==> config.mk <==
export PLATFORM = sky130hd
export DESIGN_NAME = id_ex_stage
export DESIGN_NICKNAME = d
export VERILOG_FILES = /design/src/rtl/id_ex_stage.sv
export SDC_FILE = /design/constraint.sdc
export NUM_CORES = 1
export LEC_CHECK = 0
export ABC_AREA = 1
export CAP_MARGIN = 20
export CORE_MARGIN = 5
export CORE_UTILIZATION = 35
export DETAILED_ROUTE_END_ITERATION = 8
export PLACE_DENSITY = 0.75
export SLEW_MARGIN = 10
export SYNTH_ARGS = -nofsm -noshare
export SYNTH_HDL_FRONTEND = slang
export SYNTH_SLANG_ARGS = --single-unit
==> constraint.sdc <==
create_clock -name clk -period 1.55 [get_ports clk]
set_input_delay 0.2325 -clock clk [delete_from_list [all_inputs] [get_ports clk]]
set_output_delay 0.2325 -clock clk [all_outputs]
set_load 0.01 [all_outputs]
==> src/rtl/id_ex_stage.sv <==
// ID/EX pipeline register for the 5-stage MIPS pipeline, with load-use hazard
// detection, branch flush, global hold and a saturating bubble counter.
module id_ex_stage #(
  parameter int DW    = 32,
  parameter int CNT_W = 16
) (
  input  logic             clk,
  input  logic             rst_n,
  input  logic [1:0]       wb_in,
  input  logic [2:0]       m_in,
  input  logic [3:0]       ex_in,
  input  logic [31:0]      instr_in,
  input  logic [DW-1:0]    rd1_in,
  input  logic [DW-1:0]    rd2_in,
  input  logic [DW-1:0]    imm_in,
  input  logic [DW-1:0]    pc4_in,
  input  logic             valid_in,
  input  logic             flush,
  input  logic             hold,
  output logic [1:0]       id_ex_wb,
  output logic [2:0]       id_ex_m,
  output logic [3:0]       id_ex_ex,
  output logic [DW-1:0]    id_ex_rd1,
  output logic [DW-1:0]    id_ex_rd2,
  output logic [DW-1:0]    id_ex_imm,
  output logic [DW-1:0]    id_ex_pc4,
  output logic [4:0]       id_ex_rs,
  output logic [4:0]       id_ex_rt,
  output logic [4:0]       id_ex_rd,
  output logic             id_ex_valid,
  output logic             pc_write,
  output logic             if_id_write,
  output logic [CNT_W-1:0] bubble_count
);

  logic [1:0]       wb_reg;
  logic [2:0]       m_reg;
  logic [3:0]       ex_reg;
  logic [DW-1:0]    rd1_reg, rd2_reg, imm_reg, pc4_reg;
  logic [4:0]       rs_reg, rt_reg, rd_reg;
  logic             valid_reg;
  logic [CNT_W-1:0] count_reg;

  logic [4:0] dec_rs, dec_rt;
  logic       hz;
  logic       ctrl_keep;

  assign dec_rs = instr_in[25:21];
  assign dec_rt = instr_in[20:16];

  // Load in EX (MemRead) whose destination rt is read by the decode instruction.
  assign hz = valid_reg & m_reg[1] & (rt_reg != 5'd0) & valid_in &
              ((rt_reg == dec_rs) | (rt_reg == dec_rt));

  // Control survives only on a normal capture of a real instruction.
  assign ctrl_keep = ~flush & ~hz & valid_in;

  always_comb begin
    pc_write    = 1'b0;
    if_id_write = 1'b0;
    if (rst_n && (flush || (!hold && !hz))) begin
      pc_write    = 1'b1;
      if_id_write = 1'b1;
    end
  end

  always_ff @(posedge clk) begin
    if (!rst_n) begin
      wb_reg    <= '0;
      m_reg     <= '0;
      ex_reg    <= '0;
      rd1_reg   <= '0;
      rd2_reg   <= '0;
      imm_reg   <= '0;
      pc4_reg   <= '0;
      rs_reg    <= '0;
      rt_reg    <= '0;
      rd_reg    <= '0;
      valid_reg <= 1'b0;
      count_reg <= '0;
    end else if (flush || !hold) begin
      wb_reg    <= ctrl_keep ? wb_in : 2'b00;
      m_reg     <= ctrl_keep ? m_in  : 3'b000;
      ex_reg    <= ctrl_keep ? ex_in : 4'b0000;
      valid_reg <= ctrl_keep;
      rd1_reg   <= rd1_in;
      rd2_reg   <= rd2_in;
      imm_reg   <= imm_in;
      pc4_reg   <= pc4_in;
      rs_reg    <= instr_in[25:21];
      rt_reg    <= instr_in[20:16];
      rd_reg    <= instr_in[15:11];
      // A flush wins over the hazard, so only genuine bubbles are counted.
      if (!flush && hz && (count_reg != {CNT_W{1'b1}}))
        count_reg <= count_reg + CNT_W'(1);
    end
  end

  assign id_ex_wb     = wb_reg;
  assign id_ex_m      = m_reg;
  assign id_ex_ex     = ex_reg;
  assign id_ex_rd1    = rd1_reg;
  assign id_ex_rd2    = rd2_reg;
  assign id_ex_imm    = imm_reg;
  assign id_ex_pc4    = pc4_reg;
  assign id_ex_rs     = rs_reg;
  assign id_ex_rt     = rt_reg;
  assign id_ex_rd     = rd_reg;
  assign id_ex_valid  = valid_reg;
  assign bubble_count = count_reg;

endmodule
======== Word-level counts from Yosys, hierarchy flattened ========
Cells that the tools add are included.
storage, ports and cells
  register bits ........................... 169
  input port bits ......................... 174
  output and inout port bits .............. 171
  word-level logic and storage cells ...... 40
cells by class
  $add $sub $neg .......................... 1
  equality and inequality tests ........... 3
  muxes and demuxes ....................... 4
  bitwise gates (word level) .............. 9
  reductions and logical operators ........ 11
operators by type and width
  kind                                                             number
  16-bit by 1-bit adder with 16-bit output, second input constant  1
  16-bit inequality test, second input constant                    1
  5-bit == test                                                    2
  1-bit bitwise AND                                                6
  5-bit nonzero test                                               1
  1-bit logical AND                                                4
  4-bit 2-to-1 mux                                                 1
  1-bit zero test                                                  3
  3-bit 2-to-1 mux                                                 1
  1-bit logical OR                                                 2
  2-bit 2-to-1 mux                                                 1
  1-bit inverter                                                   2
  2-bit AND reduction                                              1
  1-bit 2-to-1 mux                                                 1
  1-bit bitwise OR                                                 1

======== Longest topological paths before layout ========
Gate-level depths: netlist of the first run.
  word-level depth ........................ 9
  gate-level depth with buffers ........... 12
  gate-level depth less buffers ........... 12

======== Worst setup path before layout of the first run ========
No wires, ideal clock.
  path type ............................... register -> register
  start ................................... register count_reg[0], in the netlist bubble_count[0]
  end ..................................... register count_reg[14], in the netlist bubble_count[14]
  data arrival time ....................... 1.527 ns
  required time ........................... 1.437 ns
  slack ................................... -0.090 ns
  stages on the path, launching flop included .. 12
  buffers on the path ..................... 0
  path through ............................ dfxtp_1 > ha_1 > nand2_1 > nor2_2 > nand2_2 > nor2_4 > nand3_1 > or2_0 > nor2_1 > nand2_1 > nand2_1 > nor2_1
on the way
  word-level cells in the longest chain between the ends .. 3
ends and longest elaborated chain
  what                                                                              line  text
  start: declaration                                                                42    logic [CNT_W-1:0] count_reg;
  start signal: assignment                                                          95    count_reg <= count_reg + CNT_W'(1);
  branches (longest 3 deep; another with 16-bit by 1-bit adder with 16-bit output)  -
Several ways; the timed one is not identified.
A chain may end at the register's enable or synchronous reset.

======== Worst setup path after layout of the first run ========
  start ................................... register rt_reg[3], in the netlist id_ex_rt[3]
  end ..................................... output pc_write
on the way
  word-level cells in the longest chain between the ends .. 9
ends and longest elaborated chain
  what                             line  text
  start: declaration               40    logic [4:0] rs_reg, rt_reg, rd_reg;
  start signal: assignment         91    rt_reg <= instr_in[20:16];
  5-bit nonzero test               52    assign hz = valid_reg & m_reg[1] & (rt_reg != 5'd0) & valid_in &
  1-bit bitwise AND (2 in series)  52
  1-bit bitwise AND (*)            52
  1-bit zero test (*)              61    if (rst_n && (flush || (!hold && !hz))) begin
  1-bit logical AND (*)            61
  1-bit logical OR (*)             61
  1-bit logical AND (*)            61
  1-bit 2-to-1 mux (*)             61
  end: declaration                 31    output logic pc_write,
Every way passes the cells marked *; elsewhere a longest branch is shown, timed or not.

==> flow_metrics.tcl, run 1 <==
set metrics [dict create \
    status "finished, violations left" \
    violations "negative setup slack" \
    crit_path_start_kind "register" \
    power_frac_seq_pct 44.9 \
    die_h_um 144 \
    worst-path-max-fanout 3 \
    power.share.clock_pct 39.2 \
    htree_levels 4 \
    clock_sinks 169 \
    io_buffers 327 \
    synth_top_area_share_pct 53.7 \
    timing.final.crit_period_ns 1.81 \
    finalPower_uw 10600 \
    combPwrFrac_pct 15.9 \
    drtPass1Iterations 6 \
    cts_tree "built" \
    cp_num_buf_inv 3 \
    critPathKind "register to output pin" \
    worst_slack_ns -0.260 \
    power.ir.vdd_worst_mv 0.823 \
    worstPathArrival_ns 1.58 \
    antenna_found_initial 1 \
    finalSetupViolations 16 \
    cp_top_family "simple AND/OR/NAND/NOR gates" \
    layout-drive-gt1-share_pct 11.7 \
    yosysWarnings 0 \
    syn_to_final_growth_pct 75.1 \
    cp_slowest_cell "dfxtp_2" \
    worst_pin_slew_ns 0.414 \
    track_usage_pct 19.3 \
    cp.required_ns 1.32 \
    cts_buffers 17 \
    cap_violations 0 \
    maxSlewHeadroom_pct 72.4 \
    final_antenna_net_count 0 \
    rows 49 \
    fmax_mhz 552 \
    drv_slew 0 \
    cts-root-buf "clkbuf_16" \
    synthesis.nets 1026 \
    final_cell_mix "nor2_1, clkdlybuf4s50_1, dfxtp_1" \
    p_int_uw 7810 \
    clk_path_buf_depth 2 \
    worstSetupStartpoint "id_ex_rt[3]" \
    vias 6654 \
    dieArea_um2 20800 \
    grt_max_degree 106 \
    wl_per_cell_um 14.9 \
    synth_top_area_cell "dfxtp_1" \
    wirelength_um 21500 \
    synth.distinct_cells 25 \
    switching_share_pct 26.2 \
    leakage_uw 0.00591 \
    fin_util_pct 61.9 \
    cts_hold_buffers 0 \
    hold_path_class "input port to register" \
    switchingPower_uw 2770 \
    clk_latency_ns 0.42 \
    synth_area_leaders "dfxtp_1, nor2_1, o21ai_0" \
    slowest_delay_ns 0.34 \
    drt_iter0_markers 333 \
    ys_seq_elements 169 \
    start_util_pct 35.3 \
    clkTransAtPathRegs_ns 0.07 \
    via_per_inst 4.60 \
    nets 1380 \
    die_width_um 144 \
    cp_common_cell "nand3_2" \
    synth_area_per_cell_um2 7.41 \
    grt_overflow 0 \
    postSynthCellCount 851 \
    coreArea_um2 17800 \
    endpoint_kind "output pin" \
    syn_area_um2 6310 \
    drc 0 \
    ios 345 \
    final_common_cell "nor2_1" \
    dpl.hpwl_um 15300 \
    p_per_area_nw_per_um2 959 \
    finalCritPeriodShare_pct 117 \
    skew_ns 0.0112 \
    gp_congestion 0.811 \
    grt_pass1_wl_um 32000 \
    first_global_vias 6116 \
    r2r-start "id_ex_rt[3]" \
    finalHoldViolCount 0 \
    path_cells "buf_6 -> nand2_4 -> nand2_4 -> nor2_4 -> nand3_2 -> nand2_2 -> nand3_2 -> nand3_2 -> inv_2 -> buf_6" \
    grt_setup_unrepaired "yes" \
    ys_seq_area_share_pct 53.7 \
    worstHoldStart "rst_n" \
]
-- sequential cells by signal, indices dropped and copies added, names as in the netlist --
signal and count:
id_ex_rs 5, id_ex_m 3, bubble_count 16, id_ex_rt 5
id_ex_imm 32, id_ex_rd1 32, id_ex_rd 5, id_ex_pc4 32
id_ex_valid 1, id_ex_ex 4, id_ex_rd2 32, id_ex_wb 2
-- layout make-up --
| type | count | area [um^2] |
|---|---|---|
| diodes | 1 | 2.50 |
| clock buffers | 19 | 433 |
| clock inverters | 13 | 136 |
| fillers | 1581 | 6800 |
| inverters | 26 | 103 |
| multi-input cells | 603 | 2750 |
| flip-flops and latches | 169 | 3400 |
| well taps | 229 | 287 |
| repair buffers | 388 | 3930 |
-- cells by family after synthesis --
| kind of cell | after synthesis | share of synthesized area, % |
|---|---|---|
| AND/OR/NAND/NOR | 432 | 27.0 |
| flip-flops | 169 | 53.7 |
| AO/OA/AOI/OAI | 165 | 13.2 |
| buffers and inverters | 79 | 5.32 |
| XOR/XNOR | 5 | 0.695 |
| adder cells (fa/ha/maj) | 1 | 0.198 |
-- final timing paths --
kind	to	slack (ns)	cells after the start
worst min-delay path	id_ex_rt[4]	0.37	4
worst max register to register	bubble_count[12]	-0.15	13
worst max-delay path	pc_write	-0.26	10
worst min register to register	id_ex_m[0]	0.46	2
-- through the flow --
stage                     hold WS (ns)  instances  instance area (um^2)  TNS (ns)  setup WS, ns
final                            0.365       1448                 11000     -2.20        -0.260
after global placement           0.451       1408                 10100    -28.90        -0.623
after detailed placement         0.455       1408                 10100    -29.28        -0.661
after CTS                        0.369       1444                 10800     -1.49        -0.291
after global routing             0.382       1448                 11000     -4.25        -0.364
after floorplan                  0.374        851                  6320         0        0.0161
-- power by group through the flow --
stage | combinational (uW) | clock (uW) | sequential (uW)
detailed placement | 1770 | 0 | 4860
CTS | 1720 | 4260 | 4750
finish | 1680 | 4150 | 4750
global route | 1840 | 4450 | 4780
floorplan | 469 | 0 | 4980
global placement | 1760 | 0 | 4840
-- synthesized netlist by cell type --
library cell	number
nor2_1	324
or2_0	1
nor3_1	2
nand4_2	1
buf_6	1
nor2_2	4
nand3_2	1
inv_1	25
nand2_2	2
clkbuf_1	36
clkbuf_8	1
ha_1	1
nand2_1	71
inv_2	1
nand3_1	24
xor2_1	2
o21ai_0	144
dfxtp_1	169
o21bai_1	2
nor2_4	1
nor3_2	1
xnor2_1	3
buf_4	1
a21oi_1	19
buf_2	14
-- layer usage --
layer	share of wire, %	GRT usage, %	vias up	wire, um
met5	0	0	-	0
met4	2.3	6.43	0	487
met3	8.7	6.88	29	1870
met2	50	32.4	207	10700
met1	40	23.2	3008	8500
li1	-	-	3410	-
-- repair_timing --
item | 4_1_cts | 5_1_grt
buffers inserted | 7 | 3
pin swaps | 7 | 11
endpoints found under the setup margin | 116 | 101
resized for setup | 135 | 98
-- worst reg2reg max path, delay by kind of cell, from the launching register on --
family | cells | cell delay (ns)
buffers and inverters | 3 | 0.47
DFF | 1 | 0.34
and+or+nand+nor | 10 | 0.79
Power figures use the tool's default switching activity.
==> run 2: changes to the inputs <==
--- a/config.mk
+++ b/config.mk
@@ -5,12 +5,11 @@
 export SDC_FILE = /design/constraint.sdc
 export NUM_CORES = 1
 export LEC_CHECK = 0
-export ABC_AREA = 1
 export CAP_MARGIN = 20
 export CORE_MARGIN = 5
-export CORE_UTILIZATION = 35
+export CORE_UTILIZATION = 36
 export DETAILED_ROUTE_END_ITERATION = 8
-export PLACE_DENSITY = 0.75
+export PLACE_DENSITY = 0.76
 export SLEW_MARGIN = 10
 export SYNTH_ARGS = -nofsm -noshare
 export SYNTH_HDL_FRONTEND = slang
==> run 2 against run 1 <==
The run still ends with negative setup slack left. First-iteration DRC count fell by 9.9%. Core utilization up 0.87 points. Total power fell by 3.2%. Sequential cell count unchanged. Sequential power is 1% lower. Worst hold slack worse by 0.21 ns. Critical path type unchanged. Cell count shrank 5.6%. Non-clock buffer count up 10. Highest routed layer unchanged. Wire length increased by 4.0%. Setup slack worse by 0.39 ns.
==> flow_metrics.tcl, run 2 <==
set metrics [dict create \
    wl_per_cell_um 16.4 \
    first_global_vias 6244 \
    ys_seq_elements 169 \
    cts-root-buf "clkbuf_16" \
    crit_path_start_kind "register" \
    placedCellCount 1326 \
    drt_iter0_markers 300 \
    violations "negative setup slack" \
    antenna_found_initial 0 \
    cap_violations 0 \
    critPathKind "register to output pin" \
    synth_edf_count 0 \
    syn_to_final_growth_pct 71.9 \
    synthTopCellsByCount "nand2_1, dfxtp_1, a21boi_0" \
    p_per_area_nw_per_um2 912 \
    synth_ff_type "dfxtp_1" \
    synth_simple_gate_area_share_pct 22.1 \
    cts_hold_buffers 0 \
    cp_slowest_cell "or4_4" \
    synth.area.mux_share_pct 0.919 \
    grt_max_degree 73 \
    rows 49 \
    power.ir.vdd_worst_mv 0.748 \
    register_area_um2 3400 \
    cts_tree "built" \
    final_cell_mix "nand2_1, dfxtp_1, clkdlybuf4s50_1" \
    worst-path-max-fanout 2 \
    drtPass1Iterations 4 \
    leakage_uw 0.00548 \
    endpoint_kind "output pin" \
    hold_path_class "input port to register" \
    ys_seq_area_share_pct 51.8 \
    synth_top_family_by_area "simple AND/OR/NAND/NOR gates" \
    postSynthCellCount 763 \
    final_antenna_net_count 0 \
    finalHoldViolCount 0 \
    yosysMostFrequentCell "nand2_1" \
    final_cells 1367 \
    slowest_delay_ns 0.55 \
    via_per_inst 4.71 \
    synthesis.nets 938 \
    io_buffers 327 \
    drv_slew 0 \
    track_usage_pct 20.2 \
    synth_top_area_share_pct 51.8 \
    fin_util_pct 62.8 \
    final_area_um2 11200 \
    synth_compound_area_share_pct 19.9 \
    clkTransAtPathRegs_ns 0.06 \
    vias 6441 \
    holdWs_ns 0.151 \
    worstHoldPathCells 3 \
    num_antenna_cells 0 \
    finalCritPeriodShare_pct 142 \
    synth_top_area_cell "dfxtp_1" \
    cts_buffers 17 \
    grt_overflow 0 \
    synth_xor_area_share_pct 1.74 \
    status "finished, violations left" \
    worstPathArrival_ns 1.97 \
    grt_setup_unrepaired "yes" \
    htree_levels 4 \
    crit_cells 6 \
    die_h_um 145 \
    final_common_cell "nand2_1" \
    synth_fa_ha_area_share_pct 0.191 \
    yosysWarnings 0 \
    worst_slack_ns -0.654 \
    ios 345 \
    dpl.hpwl_um 16200 \
    clk_latency_ns 0.42 \
    gp_congestion 0.812 \
    path_cells "or4_4 -> o2111ai_4 -> nor2_1 -> nand2_2 -> and3_4 -> buf_6" \
    synth.distinct_cells 38 \
    async_flop_share_pct 0 \
    die_width_um 145 \
    dieArea_um2 21000 \
    skew_ns 0.00717 \
    fillers 1544 \
    cp_num_buf_inv 1 \
    start_util_pct 36.5 \
    dpl_cell_area_um2 10500 \
    grt_pass1_wl_um 33400 \
    worst_pin_slew_ns 0.465 \
    timing.final.crit_period_ns 2.20 \
    nets 1302 \
    maxSlewHeadroom_pct 68.7 \
    clock_sinks 169 \
    multi_input_area_um2 3110 \
    synth_area_leaders "dfxtp_1, nand2_1, a21boi_0" \
    syn_area_um2 6540 \
    wirelength_um 22400 \
    synth_area_per_cell_um2 8.57 \
    finalSetupViolations 30 \
    fmax_mhz 454 \
    layout-drive-gt1-share_pct 12.1 \
    clk_path_buf_depth 2 \
    ff2ff_path_depth 10 \
    drc 0 \
    cp_top_family "simple AND/OR/NAND/NOR gates" \
    coreArea_um2 17900 \
    cp.required_ns 1.32 \
]
## run 2: cell types whose count changed after synthesis, sizes merged, moves of 10 or more
| cell | before | now |
|---|---|---|
| nor2 | 329 | 4 |
| nand2 | 73 | 301 |
| a21boi | 0 | 147 |
| o21ai | 144 | 1 |
| inv | 26 | 2 |
| a21oi | 19 | 0 |
| nand3 | 25 | 9 |
| buf | 16 | 5 |
| clkbuf | 37 | 48 |
| xnor2 | 3 | 13 |
## run 2: worst min-delay path: stages
cell and delay, ns:
buf_4 0.16, nand2_1 0.07, mux2i_1 0.05
## run 2: cell families after synthesis
logic type	after synthesis
buf+inv	55
mux	6
xor+xnor	13
simple gates	349
flops	169
fa+ha+maj	1
compound gates	170
## run 2: cell type report
cell class	count	area share (%)
timing repair buffer	398	34.6
sequential	169	30.3
multi-input combinational	539	27.7
clock buffer	17	3.79
tap	229	2.55
clock inverter	13	1.07
inverter	2	0.0668
## run 2: metrics by stage
stage | power (uW) | setup TNS (ns) | setup WS (ns)
after detailed placement | 6450 | -58.71 | -0.832
after global placement | 6430 | -55.11 | -0.788
after global routing | 10700 | -17.01 | -0.721
final | 10200 | -13.07 | -0.654
after floorplan | 5350 | -5.15 | -0.358
after CTS | 10400 | -13.05 | -0.656
## run 2: routing by layer
layer | track usage, % | part of all wire [%]
met5 | 0 | 0
met4 | 8.10 | 3.0
met3 | 5.95 | 7.7
met2 | 33.8 | 50
met1 | 24.4 | 40
## run 2: final timing paths
path                      start  slack [ns]              end
hold / removal            rst_n        0.15  bubble_count[4]
hold reg to reg   id_ex_imm[26]        0.45    id_ex_imm[26]
setup reg to reg    id_ex_rt[0]       -0.58      id_ex_wb[1]
setup / recovery    id_ex_rt[0]       -0.65         pc_write
## run 2: timing repair
| item | 4_1_cts | 5_1_grt |
|---|---|---|
| buffers inserted | 6 | 6 |
| setup endpoints to repair | 156 | 108 |
| endpoints found under the hold margin | 0 | 0 |
| gates resized for setup | 154 | 53 |
| pin swaps | 8 | 13 |
| cloned | 1 | 0 |
## run 2: power breakdown
part	internal (uW)	leakage [uW]	switching, uW	total, uW
Combinational	875	0.00382	673	1550
Clock	2210	0.000261	1800	4020
Sequential	4580	0.00140	106	4680
